`src/rtl/button_conditioner.sv`:
```
// Pushbutton conditioner: per-channel synchronizer, debouncer and press/auto-repeat
// pulse generator. Each channel is an independent button_lane instance.

module button_lane #(
  parameter int DEBOUNCE_CYCLES = 3,
  parameter int REPEAT_DELAY    = 50,
  parameter int REPEAT_PERIOD   = 10
) (
  input  logic clock,
  input  logic reset,
  input  logic raw,
  input  logic repeat_en,
  output logic level,
  output logic pulse
);
  localparam int HOLD_MAX = (REPEAT_DELAY > REPEAT_PERIOD) ? REPEAT_DELAY : REPEAT_PERIOD;
  localparam int HW = $clog2(HOLD_MAX + 1);
  localparam int DW = $clog2(DEBOUNCE_CYCLES + 1);
  localparam logic [DW-1:0] DB_LAST  = DW'(DEBOUNCE_CYCLES - 1);
  localparam logic [HW-1:0] DLY_LAST = HW'(REPEAT_DELAY - 1);
  localparam logic [HW-1:0] PER_LAST = HW'(REPEAT_PERIOD - 1);

  typedef enum logic [1:0] {IDLE, WAIT_FIRST, REPEAT} state_t;

  logic          s1, s2;
  logic [DW-1:0] db_cnt, db_nxt;
  logic          level_nxt, rise, fall;
  state_t        state, state_nxt;
  logic [HW-1:0] hold, hold_nxt;
  logic          pulse_nxt;

  always_comb begin
    db_nxt    = '0;
    level_nxt = level;
    if (s2 != level) begin
      if (db_cnt == DB_LAST) level_nxt = ~level;
      else                   db_nxt    = db_cnt + DW'(1);
    end
  end

  // FSM reacts to the debounced edge in the same cycle so pulse lines up with level
  assign rise = level_nxt & ~level;
  assign fall = ~level_nxt & level;

  always_comb begin
    state_nxt = state;
    hold_nxt  = hold;
    pulse_nxt = 1'b0;
    case (state)
      IDLE: begin
        if (rise) begin
          state_nxt = WAIT_FIRST;
          hold_nxt  = '0;
          pulse_nxt = 1'b1;
        end
      end
      WAIT_FIRST: begin
        if (fall) begin
          state_nxt = IDLE;
          hold_nxt  = '0;
        end else if (repeat_en) begin
          if (hold == DLY_LAST) begin
            state_nxt = REPEAT;
            hold_nxt  = '0;
            pulse_nxt = 1'b1;
          end else hold_nxt = hold + HW'(1);
        end
      end
      REPEAT: begin
        if (fall) begin
          state_nxt = IDLE;
          hold_nxt  = '0;
        end else if (repeat_en) begin
          if (hold == PER_LAST) begin
            hold_nxt  = '0;
            pulse_nxt = 1'b1;
          end else hold_nxt = hold + HW'(1);
        end
      end
      default: begin
        state_nxt = IDLE;
        hold_nxt  = '0;
      end
    endcase
  end

  always_ff @(posedge clock or negedge reset) begin
    if (!reset) begin
      s1     <= 1'b0;
      s2     <= 1'b0;
      db_cnt <= '0;
      level  <= 1'b0;
      state  <= IDLE;
      hold   <= '0;
      pulse  <= 1'b0;
    end else begin
      s1     <= raw;
      s2     <= s1;
      db_cnt <= db_nxt;
      level  <= level_nxt;
      state  <= state_nxt;
      hold   <= hold_nxt;
      pulse  <= pulse_nxt;
    end
  end
endmodule

module button_conditioner #(
  parameter int WIDTH           = 5,
  parameter int DEBOUNCE_CYCLES = 3,
  parameter int REPEAT_DELAY    = 50,
  parameter int REPEAT_PERIOD   = 10
) (
  input  logic             clock,
  input  logic             reset,
  input  logic [WIDTH-1:0] pb_raw,
  input  logic [WIDTH-1:0] repeat_en,
  output logic [WIDTH-1:0] level,
  output logic [WIDTH-1:0] pulse
);
  for (genvar i = 0; i < WIDTH; i++) begin : g_lane
    button_lane #(
      .DEBOUNCE_CYCLES(DEBOUNCE_CYCLES),
      .REPEAT_DELAY   (REPEAT_DELAY),
      .REPEAT_PERIOD  (REPEAT_PERIOD)
    ) u_lane (
      .clock    (clock),
      .reset    (reset),
      .raw      (pb_raw[i]),
      .repeat_en(repeat_en[i]),
      .level    (level[i]),
      .pulse    (pulse[i])
    );
  end
endmodule
```
`config.mk`:
```
export PLATFORM = sky130hd
export DESIGN_NAME = button_conditioner
export DESIGN_NICKNAME = d
export VERILOG_FILES = /design/src/rtl/button_conditioner.sv
export SDC_FILE = /design/constraint.sdc
export NUM_CORES = 1
export LEC_CHECK = 0
export BUFFER_PORTS_ARGS = -buffer_cell sky130_fd_sc_hd__buf_2
export CORE_MARGIN = 3
export CORE_UTILIZATION = 61
export CTS_CLUSTER_SIZE = 40
export DETAILED_ROUTE_END_ITERATION = 7
export PLACE_DENSITY = 0.84
export SYNTH_ARGS = -nofsm -noshare
export SYNTH_HDL_FRONTEND = slang
export SYNTH_SLANG_ARGS = --single-unit
export TNS_END_PERCENT = 10
```
`constraint.sdc`:
```
create_clock -name clock -period 2.4 [get_ports clock]
set_input_delay 0.36 -clock clock [delete_from_list [all_inputs] [get_ports clock]]
set_output_delay 0.36 -clock clock [all_outputs]
set_load 0.005 [all_outputs]
```
==> results.cfg, run 1 <==
[status]
result_of_the_run = finished clean

[floorplan]
io-pin-count = 22
die_w_um = 87.45
die_height_um = 87.45
core_region_area_um2 = 6386
design.die.area_um2 = 7647
initial_utilization_pct = 63.36
floorplan.rows = 29

[yosys]
mappedNetlistArea_um2 = 4046
yosys_warnings = 0
synth.cells.most_frequent = dfrtp_1 (70), inv_1 (32), ha_1 (30)
ys_seq_elements = 70
synth_area_leaders = dfrtp_1 (43%), ha_1 (9.3%), inv_1 (3.0%)
yosys.area_share.xor_xnor_pct = 0.2165
yosys.area_share.adder_pct = 9.276
synth.most_common_cell = dfrtp_1
post_synth_num_cell_types = 59
post-synth-top-area-cell = dfrtp_1
synth_mux_area_share_pct = 3.865
synth_seq_area_share_pct = 43.29
synth_top_flop_cell = dfrtp_1
main_combinational_cell_family_by_area_after_synthesis = simple AND/OR/NAND/NOR gates
synthArstFlopShare_pct = 100.0
net_count_after_synthesis = 430
post_synth.cell_area_avg_um2 = 10.43
synth_simple_gate_area_share_pct = 20.16
compound_gate_fraction_of_synth_area_pct = 18.09
post_synth_inst_count = 388
yosysTopAreaCellShare_pct = 43.29
number_of_flops_mapped_to_enable_cells_by_yosys = 0

[flow_run]
drv.max_cap_violation_count = 0

[worst_setup_path]
maximum_fanout_along_the_worst_path = 8
worstSetupStartpointType = register
cp_data_arrival_time_ns = 2.07
setup.worst_path.end_class = register
timing.critical_path.required_ns = 2.61
worst-setup-path-type = reg2reg
reg2reg_setup_slack_ns = 0.54

[global_routing]
grt_antenna_before_repair = 0
vias_in_the_first_global_route = 2709
grt_max_degree = 47
groute.usage.overall_pct = 19.33
global_route_wire_length_before_repair_um = 11840
grt_overflow = 0

[placed_design]
place_worst_setup_slack_ns = 0.5437
placedInstanceArea_um2 = 4182
port-buffer-count = 21
dp_hpwl_um = 4932
gp_congestion = 0.8814

[sta]
setup_slack_ns = 0.5419
tightest_slew_ns = 0.5772
finalWorstPathRequiredPeriod_ns = 1.858
final.setup.tns_ns = 0
grt_setup_unrepaired = false
layout_worst_path_cycle_share_pct = 77.42
fmaxAchievable_ghz = 0.5382
slew_headroom_pct = 61.52
final_hold_viol_count = 0
setup-violations-final = 0
fin_skew_ns = 0.01282
final_max_slew_viol_count = 0

[route]
wl_per_cell_um = 13.71
drt_drc_violations_left = 0
drtAntennaViolNets = 0
drt_first_pass_iters = 4
number_of_vias_in_the_routed_layout = 2839
vias_per_cell = 5.806
wl_um = 6702
drt_iter0_markers = 171

[clock_network]
path_clk_slew_ns = 0.08
post_cts.resized_instances = 0
post-cts-setup-buffer-count = 0
tritoncts_num_sinks = 70
clock_latency_on_the_worst_skew_pair_ns = 0.33
clock_tree.root_cell = clkbuf_8
tritoncts.num_buffers = 9
h_tree_depth_reported_by_cts = 3
cts.hold.buffers_added = 0
cts_tree = built
cts_buffer_depth = 2

[cells_and_area]
finish.instance_area_um2 = 4324
n_antenna_cell = 0
multiInputGateArea_um2 = 2088
fillerInstances = 493
fin_nets = 452
syn2layout_area_growth_pct = 6.865
drive_above_1_share_pct = 16.26
register_area_um2 = 1752

[pwr]
worst_ir_drop_vdd_v = 0.0005700
power.leakage_nw = 1.969
powerDensity_nw_per_um2 = 972.5
power.total_mw = 4.205

[worst_hold_path]
hold_path_class = in2async
==> path summary, 6_finish.rpt <==
| path | startpoint | endpoint | cells after the start |
|---|---|---|---|
| min | reset | g_lane[3].u_lane.state[1]$_DFFE_PN0P_ | 1 |
| max reg2reg | g_lane[3].u_lane.state[1]$_DFFE_PN0P_ | g_lane[3].u_lane.hold[5]$_DFFE_PN0P_ | 6 |
| max in group asynchronous | reset | g_lane[4].u_lane.hold[1]$_DFFE_PN0P_ | 2 |
| min in group clock | pb_raw[4] | g_lane[4].u_lane.s1$_DFF_PN0_ | 1 |
| min reg2reg | g_lane[2].u_lane.s1$_DFF_PN0_ | g_lane[2].u_lane.s2$_DFF_PN0_ | 0 |
| max | g_lane[3].u_lane.state[1]$_DFFE_PN0P_ | g_lane[3].u_lane.hold[5]$_DFFE_PN0P_ | 6 |
==> through the flow <==
step           instances  hold WS, ns  util (%)
2_1_floorplan        388      0.06441         -
3_3_place_gp         476       0.3346     65.48
3_5_place_dp         476       0.3347     65.48
4_1_cts              489      0.04303     67.71
5_1_grt              489      0.06359     67.71
6_report             489      0.02123     67.71
==> critical path: stages, from the launching register on <==
cell and delay (ns):
dfrtp_1 0.43, inv_1 0.09, ha_1 0.24, nor2_1 0.08, o31ai_2 0.48, nand2b_1 0.30
o22ai_1 0.13
==> routing by layer <==
metal	wire (um)	global-route usage (%)	part of all wire (%)	up-vias
met5	0	0	0	-
met4	67	5.997	1.0	0
met3	189	4.730	2.8	6
met2	3155	30.48	47	31
met1	3289	26.36	49	1362
li1	-	-	-	1440
==> placed cells by master, fill, tap and decap left out, types with 7 or more instances in the layout <==
cell and count:
nor2_1 28, a21oi_1 15, nand2b_1 19, mux2_2 7, a22o_1 9, nand3_1 19, a211oi_1 8, buf_2 21
and3_1 7, nand2_1 23, dfrtp_1 70, clkbuf_8 9, inv_1 32, ha_1 30
==> state kept, by name, summed over array words and instances, names as in the netlist <==
register,flops
g_lane.u_lane.db_cnt,10
g_lane.u_lane.s2,5
g_lane.u_lane.hold,30
g_lane.u_lane.state,10
g_lane.u_lane.level,5
g_lane.u_lane.s1,5
g_lane.u_lane.pulse,5
==> area by class of cell <==
class	instances	area share, %
clock buffer	10	2.951
clock inverter	3	0.3472
inverter	32	2.778
multi-input combinational	275	48.29
sequential	70	40.51
tap	77	2.228
timing repair buffer	22	2.894
==> where the power goes <==
part	switching, mW	internal [mW]
clock network	0.391	0.352
registers	0.249	1.43
logic	0.986	0.796
==> cells by family after synthesis <==
| logic type | after synthesis |
|---|---|
| AOI/OAI and AO/OA | 92 |
| xor gates and xnor gates | 1 |
| adders and majority gates | 30 |
| buffers and inverters | 43 |
| DFF | 70 |
| muxes | 14 |
| and+or+nand+nor | 138 |
Power figures use the tool's default switching activity.
==> run 2, diff against run 1 <==
--- a/config.mk
+++ b/config.mk
@@ -7,10 +7,10 @@
 export LEC_CHECK = 0
 export BUFFER_PORTS_ARGS = -buffer_cell sky130_fd_sc_hd__buf_2
 export CORE_MARGIN = 3
-export CORE_UTILIZATION = 61
+export CORE_UTILIZATION = 55
 export CTS_CLUSTER_SIZE = 40
 export DETAILED_ROUTE_END_ITERATION = 7
-export PLACE_DENSITY = 0.84
+export PLACE_DENSITY = 0.8
 export SYNTH_ARGS = -nofsm -noshare
 export SYNTH_HDL_FRONTEND = slang
 export SYNTH_SLANG_ARGS = --single-unit
==> constraint.sdc (replaced) <==
create_clock -name clock -period 1.51 [get_ports clock]
set_input_delay 0.2265 -clock clock [delete_from_list [all_inputs] [get_ports clock]]
set_output_delay 0.2265 -clock clock [all_outputs]
set_load 0.005 [all_outputs]
==> run 2 against run 1 <==
The run now ends with negative setup slack left. Die area rose by 10%. Worst setup slack got worse by 0.82 ns. Core utilization grew 11 points. Cell area up 26%. Routed wire length rose by 51%. Critical path depth is 1 higher. Sequential power up 60%. Clock skew barely moved. Critical endpoint is now g_lane[4].u_lane.hold[5]$_DFFE_PN0P_.
==> results.cfg, run 2 (synthesis results as in run 1) <==
[sta]
tightest_slew_ns = 0.3953
final_hold_viol_count = 0
grt_setup_unrepaired = true
fin_skew_ns = 0.01309
fmaxAchievable_ghz = 0.5599
slew_headroom_pct = 73.65
setup-violations-final = 34
finalWorstPathRequiredPeriod_ns = 1.786
layout_worst_path_cycle_share_pct = 118.3
final_max_slew_viol_count = 0
setup_slack_ns = -0.2761

[worst_setup_path]
worst_r2r_endpoint = g_lane[4].u_lane.hold[5]$_DFFE_PN0P_
timing.critical_path.cells = inv_2 -> ha_4 -> nor2b_4 -> nand4b_1 -> a22oi_4 -> nor2_2 -> a221o_1
worstSetupStartpointType = register
reg2reg_setup_slack_ns = -0.28
cp_slowest_cell = dfrtp_1
crit_path_max_incr_delay_ns = 0.39
setup.worst_path.end_class = register
worst-setup-path-type = reg2reg
maximum_fanout_along_the_worst_path = 5
cp_data_arrival_time_ns = 2.02
timing.critical_path.required_ns = 1.75
worstRegToRegCells = 7
worstReg2RegStart = g_lane[4].u_lane.hold[1]$_DFFE_PN0P_

[placed_design]
dp_hpwl_um = 6000
gp_congestion = 0.8417
dpl.cell_count = 572
port-buffer-count = 21

[cells_and_area]
finish.cell_count_without_fillers = 600
n_antenna_cell = 0
layout.cells.most_common_list = buf_4 (79), dfrtp_1 (65), nor2_1 (25)
fin_nets = 541
drive_above_1_share_pct = 41.87
largest_register = g_lane.u_lane.hold
largest_register_ff_count = 30
reg.largest.list = g_lane.u_lane.hold: 30 flops, g_lane.u_lane.db_cnt: 10 flops, g_lane.u_lane.state: 10 flops
layout.core_utilization_pct = 78.43
syn2layout_area_growth_pct = 34.60
final_common_cell = buf_4

[route]
drtAntennaViolNets = 0
number_of_vias_in_the_routed_layout = 3485
drt_drc_violations_left = 0
wl_um = 10130
wl_per_cell_um = 16.88
vias_per_cell = 5.808
drt_first_pass_iters = 4
drt_iter0_markers = 153

[worst_hold_path]
min_to = g_lane[0].u_lane.pulse$_DFF_PN0_
whs_path_depth = 3
hold_path_class = in2reg
min_from = repeat_en[0]

[pwr]
power.total_mw = 9.189
power.leakage_nw = 2.469
worst_ir_drop_vdd_v = 0.0007153
powerDensity_nw_per_um2 = 1687

[status]
result_of_the_run = finished, violations left
violations = negative setup slack

[clock_network]
tritoncts_num_sinks = 70
tritoncts.num_buffers = 9
cts_tree = built
cts_buffer_depth = 2
h_tree_depth_reported_by_cts = 3
path_clk_slew_ns = 0.08
clock_tree.root_cell = clkbuf_8
clock_latency_on_the_worst_skew_pair_ns = 0.35

[floorplan]
die_height_um = 91.78
initial_utilization_pct = 58.27
core_region_area_um2 = 6944
io-pin-count = 22
design.die.area_um2 = 8423
die_w_um = 91.78
floorplan.rows = 30

[global_routing]
grt_overflow = 0
grt_max_degree = 71
global_route_wire_length_before_repair_um = 15840
grt_antenna_before_repair = 0
vias_in_the_first_global_route = 3472
groute.usage.overall_pct = 23.01

[flow_run]
drv.max_cap_violation_count = 0
-- run 2: cell count changes in the layout (fill, tap and decap cells not counted), moves of 5 or more --
cell           before  now
inv_1              32   22
ha_4                0    7
buf_4               0   79
dlygate4sd3_1       0    6
ha_2                0    8
dfrtp_2             0    5
inv_2               0   10
ha_1               30   15
dfrtp_1            70   65
-- run 2: routing by layer --
metal / share of wire, % / wire length, um / vias up / global-route usage [%]
li1: - / - / 1619 / -
met1: 41 / 4173 / 1731 / 27.96
met2: 52 / 5298 / 108 / 39.56
met3: 4.1 / 413 / 27 / 4.266
met4: 2.4 / 244 / 0 / 10.52
met5: 0 / 0 / - / 0
-- run 2: worst max path at each step --
stage / start / end / slack (ns)
2_1_floorplan: g_lane[4].u_lane.state[0]$_DFFE_PN0P_ / g_lane[4].u_lane.hold[5]$_DFFE_PN0P_ / -0.1
3_3_place_gp: g_lane[0].u_lane.db_cnt[0]$_DFF_PN0_ / g_lane[0].u_lane.state[0]$_DFFE_PN0P_ / -0.15
3_5_place_dp: g_lane[4].u_lane.state[0]$_DFFE_PN0P_ / g_lane[4].u_lane.hold[2]$_DFFE_PN0P_ / -0.19
4_1_cts: g_lane[1].u_lane.hold[1]$_DFFE_PN0P_ / g_lane[1].u_lane.hold[4]$_DFFE_PN0P_ / -0.18
5_1_grt: g_lane[4].u_lane.hold[1]$_DFFE_PN0P_ / g_lane[4].u_lane.hold[3]$_DFFE_PN0P_ / -0.36
6_report: g_lane[4].u_lane.hold[1]$_DFFE_PN0P_ / g_lane[4].u_lane.hold[5]$_DFFE_PN0P_ / -0.28
-- run 2: what timing repair did --
action,CTS,global route
cloned,0,0
endpoints found under the setup margin,37,44
pin swaps,13,6
buffers inserted,5,1
hold buffers,6,0
endpoints found under the hold margin,75,0
gates resized for setup,28,32
-- run 2: through the flow --
step                      hold slack, ns  setup TNS [ns]  area [um^2]  setup slack, ns
final                             0.2137          -4.844         5446          -0.2761
after global routing              0.2298          -8.494         5446          -0.3566
after CTS                         0.1861          -3.255         5324          -0.1805
after floorplan                 -0.06909         -0.8505         4106         -0.09637
after detailed placement          0.2809          -3.864         4843          -0.1921
after global placement            0.2807          -2.222         4843          -0.1453
-- run 2: worst max-delay path: cells and delay by family, from the launching register on --
| kind | cells | cell delay (ns) |
|---|---|---|
| AOI/OAI and AO/OA | 2 | 0.61 |
| DFF | 1 | 0.39 |
| and+or+nand+nor | 3 | 0.46 |
| buffers and inverters | 1 | 0.09 |
| adders and majority gates | 1 | 0.13 |
-- run 2: cell type report --
type                       count  area, um^2
timing repair buffer         111       832.0
fill                         376        1498
multi-input combinational    275        2382
clock buffer                  13       168.9
tap                           96       120.1
inverter                      32       120.1
clock inverter                 3       65.06
sequential                    70        1758
-- run 2: power breakdown --
group	internal [mW]	total (mW)	switching [mW]
clock	1.06	1.76	0.699
combinational	2.44	4.74	2.30
sequential	2.28	2.68	0.402
total	5.78	9.19	3.41
==> run 3, diff against run 2 <==
--- a/config.mk
+++ b/config.mk
@@ -10,6 +10,7 @@
 export CORE_UTILIZATION = 55
 export CTS_CLUSTER_SIZE = 40
 export DETAILED_ROUTE_END_ITERATION = 7
+export MAX_ROUTING_LAYER = met4
 export PLACE_DENSITY = 0.8
 export SYNTH_ARGS = -nofsm -noshare
 export SYNTH_HDL_FRONTEND = slang
==> constraint.sdc (replaced) <==
create_clock -name clock -period 1.6 [get_ports clock]
set_input_delay 0.24 -clock clock [delete_from_list [all_inputs] [get_ports clock]]
set_output_delay 0.24 -clock clock [all_outputs]
set_load 0.005 [all_outputs]
==> run 3 against run 2 <==
The run still ends with negative setup slack left. Clock skew decreased by 0.0045 ns. Cell area fell by 1.8%. Non-clock buffer count down 12. Power decreased by 8.1%. Clock power decreased by 6%. Register-to-register slack better by 0.04 ns. Global-route usage rose by 0.20 points. Hold slack better by 0.026 ns. Routed wire length shrank 8.9%.
==> results.cfg, run 3 (synthesis results as in run 1) <==
[floorplan]
core_region_area_um2 = 6944
die_w_um = 91.78
io-pin-count = 22
initial_utilization_pct = 58.27
floorplan.rows = 30
design.die.area_um2 = 8423
die_height_um = 91.78

[clock_network]
clock_latency_on_the_worst_skew_pair_ns = 0.35
cts_tree = built
tritoncts.num_buffers = 9
path_clk_slew_ns = 0.08
clock_tree.root_cell = clkbuf_8
h_tree_depth_reported_by_cts = 3
tritoncts_num_sinks = 70
cts_buffer_depth = 2

[sta]
fin_worst_hold_slack_ns = 0.2399
fin_skew_ns = 0.008581
finalWorstPathRequiredPeriod_ns = 1.840
tightest_slew_ns = 0.4468
final_max_slew_viol_count = 0
setup_slack_ns = -0.2400
setup-violations-final = 27
grt_setup_unrepaired = true
layout_worst_path_cycle_share_pct = 115.0
fmaxAchievable_ghz = 0.5435
slew_headroom_pct = 70.21
final_hold_viol_count = 0

[worst_setup_path]
timing.critical_path.required_ns = 1.83
setup.worst_path.end_class = register
cp_data_arrival_time_ns = 2.07
crit_path_max_incr_delay_ns = 0.40
worst-setup-path-type = reg2reg
worstSetupStartpointType = register
timing.critical_path.cells = inv_2 -> ha_4 -> nor2b_4 -> nand4b_1 -> a22oi_4 -> nor2_4 -> a221o_1
crit_buf_inv = 1
cp_slowest_cell = dfrtp_1
cp_top_family = compound AO/OA/AOI/OAI gates
maximum_fanout_along_the_worst_path = 7

[status]
result_of_the_run = finished, violations left
violations = negative setup slack

[route]
drtAntennaViolNets = 0
wl_um = 9226
number_of_vias_in_the_routed_layout = 3323
vias_per_cell = 5.651
drt_iter0_markers = 178
wl_per_cell_um = 15.69
drt_first_pass_iters = 6
drt_drc_violations_left = 0

[pwr]
powerDensity_nw_per_um2 = 1579
power.total_mw = 8.448
power.leakage_nw = 2.407
worst_ir_drop_vdd_v = 0.0008569

[global_routing]
global_route_wire_length_before_repair_um = 15480
grt_overflow = 0
grt_antenna_before_repair = 0
groute.usage.overall_pct = 23.21
vias_in_the_first_global_route = 3483
grt_max_degree = 48

[placed_design]
port-buffer-count = 21
dp_hpwl_um = 5799
gp_congestion = 0.8432
placedInstanceArea_um2 = 4663

[cells_and_area]
drive_above_1_share_pct = 38.62
fillerInstances = 393
fin_nets = 529
final_common_cell = dfrtp_1
finish.instance_area_um2 = 5350
layout.cells.most_common_list = dfrtp_1 (70), buf_4 (68), inv_1 (24)
syn2layout_area_growth_pct = 32.22
largest_register = g_lane.u_lane.hold
reg.largest.list = g_lane.u_lane.hold: 30 flops, g_lane.u_lane.db_cnt: 10 flops, g_lane.u_lane.state: 10 flops
n_antenna_cell = 0
largest_register_ff_count = 30

[worst_hold_path]
hold_path_class = in2reg

[flow_run]
drv.max_cap_violation_count = 0
run 3: timing repair:
| action | in CTS | in global routing |
|---|---|---|
| setup buffers | 11 | 3 |
| setup endpoints to repair | 33 | 38 |
| pin swaps | 13 | 12 |
| gates cloned | 0 | 0 |
| endpoints found under the hold margin | 75 | 0 |
| hold buffers | 6 | 0 |
| gates resized for setup | 39 | 24 |
run 3: worst paths after layout:
kind	from	to	slack, ns	depth (start not counted)
worst max-delay path	g_lane[4].u_lane.hold[1]$_DFFE_PN0P_	g_lane[4].u_lane.hold[5]$_DFFE_PN0P_	-0.24	7
worst min-delay path	repeat_en[0]	g_lane[0].u_lane.pulse$_DFF_PN0_	0.24	3
worst max register to register	g_lane[4].u_lane.hold[1]$_DFFE_PN0P_	g_lane[4].u_lane.hold[5]$_DFFE_PN0P_	-0.24	7
worst min register to register	g_lane[0].u_lane.s1$_DFF_PN0_	g_lane[0].u_lane.s2$_DFF_PN0_	0.35	0
max in group asynchronous	reset	g_lane[1].u_lane.hold[5]$_DFFE_PN0P_	0.92	3
min in group asynchronous	reset	g_lane[3].u_lane.s1$_DFF_PN0_	0.40	3
run 3: worst register-to-register path, delay by kind of cell, from the launching register on:
family | cells | cell delay (ns)
and+or+nand+nor | 3 | 0.44
buffers and inverters | 1 | 0.08
adders and majority gates | 1 | 0.12
AOI/OAI and AO/OA | 2 | 0.69
DFF | 1 | 0.40
run 3: final cells by class:
cell class | count | area (um^2) | share of cell area, %
clock buffer | 13 | 168.9 | 3.157
clock inverter | 3 | 65.06 | 1.216
inverter | 32 | 120.1 | 2.245
multi-input combinational | 275 | 2395 | 44.76
sequential | 70 | 1752 | 32.74
tap | 96 | 120.1 | 2.245
timing repair buffer | 99 | 729.5 | 13.63
run 3: through the flow:
| stage | utilization [%] | setup WS, ns | setup TNS [ns] | cells |
|---|---|---|---|---|
| after detailed placement | 67.15 | -0.1481 | -2.178 | 552 |
| after CTS | 75.42 | -0.07822 | -0.8785 | 585 |
| after global routing | 77.05 | -0.3233 | -4.950 | 588 |
| after floorplan | - | -0.05573 | -0.2198 | 388 |
| after global placement | 67.15 | -0.07290 | -0.6948 | 552 |
| final | 77.05 | -0.2400 | -2.195 | 588 |
run 3: layer usage:
metal	up-vias	track usage, %	wire, um	share of wire, %
li1	1597	-	-	-
met3	26	4.348	375	4.1
met2	83	39.32	4719	51
met4	0	9.901	229	2.5
met5	-	-	0	0
met1	1617	27.09	3902	42
run 3: power breakdown:
part	internal, mW	switching [mW]	total, mW
combinational	2.17	2.09	4.26
sequential	2.14	0.377	2.52
clock	1.00	0.660	1.66
total	5.32	3.13	8.45
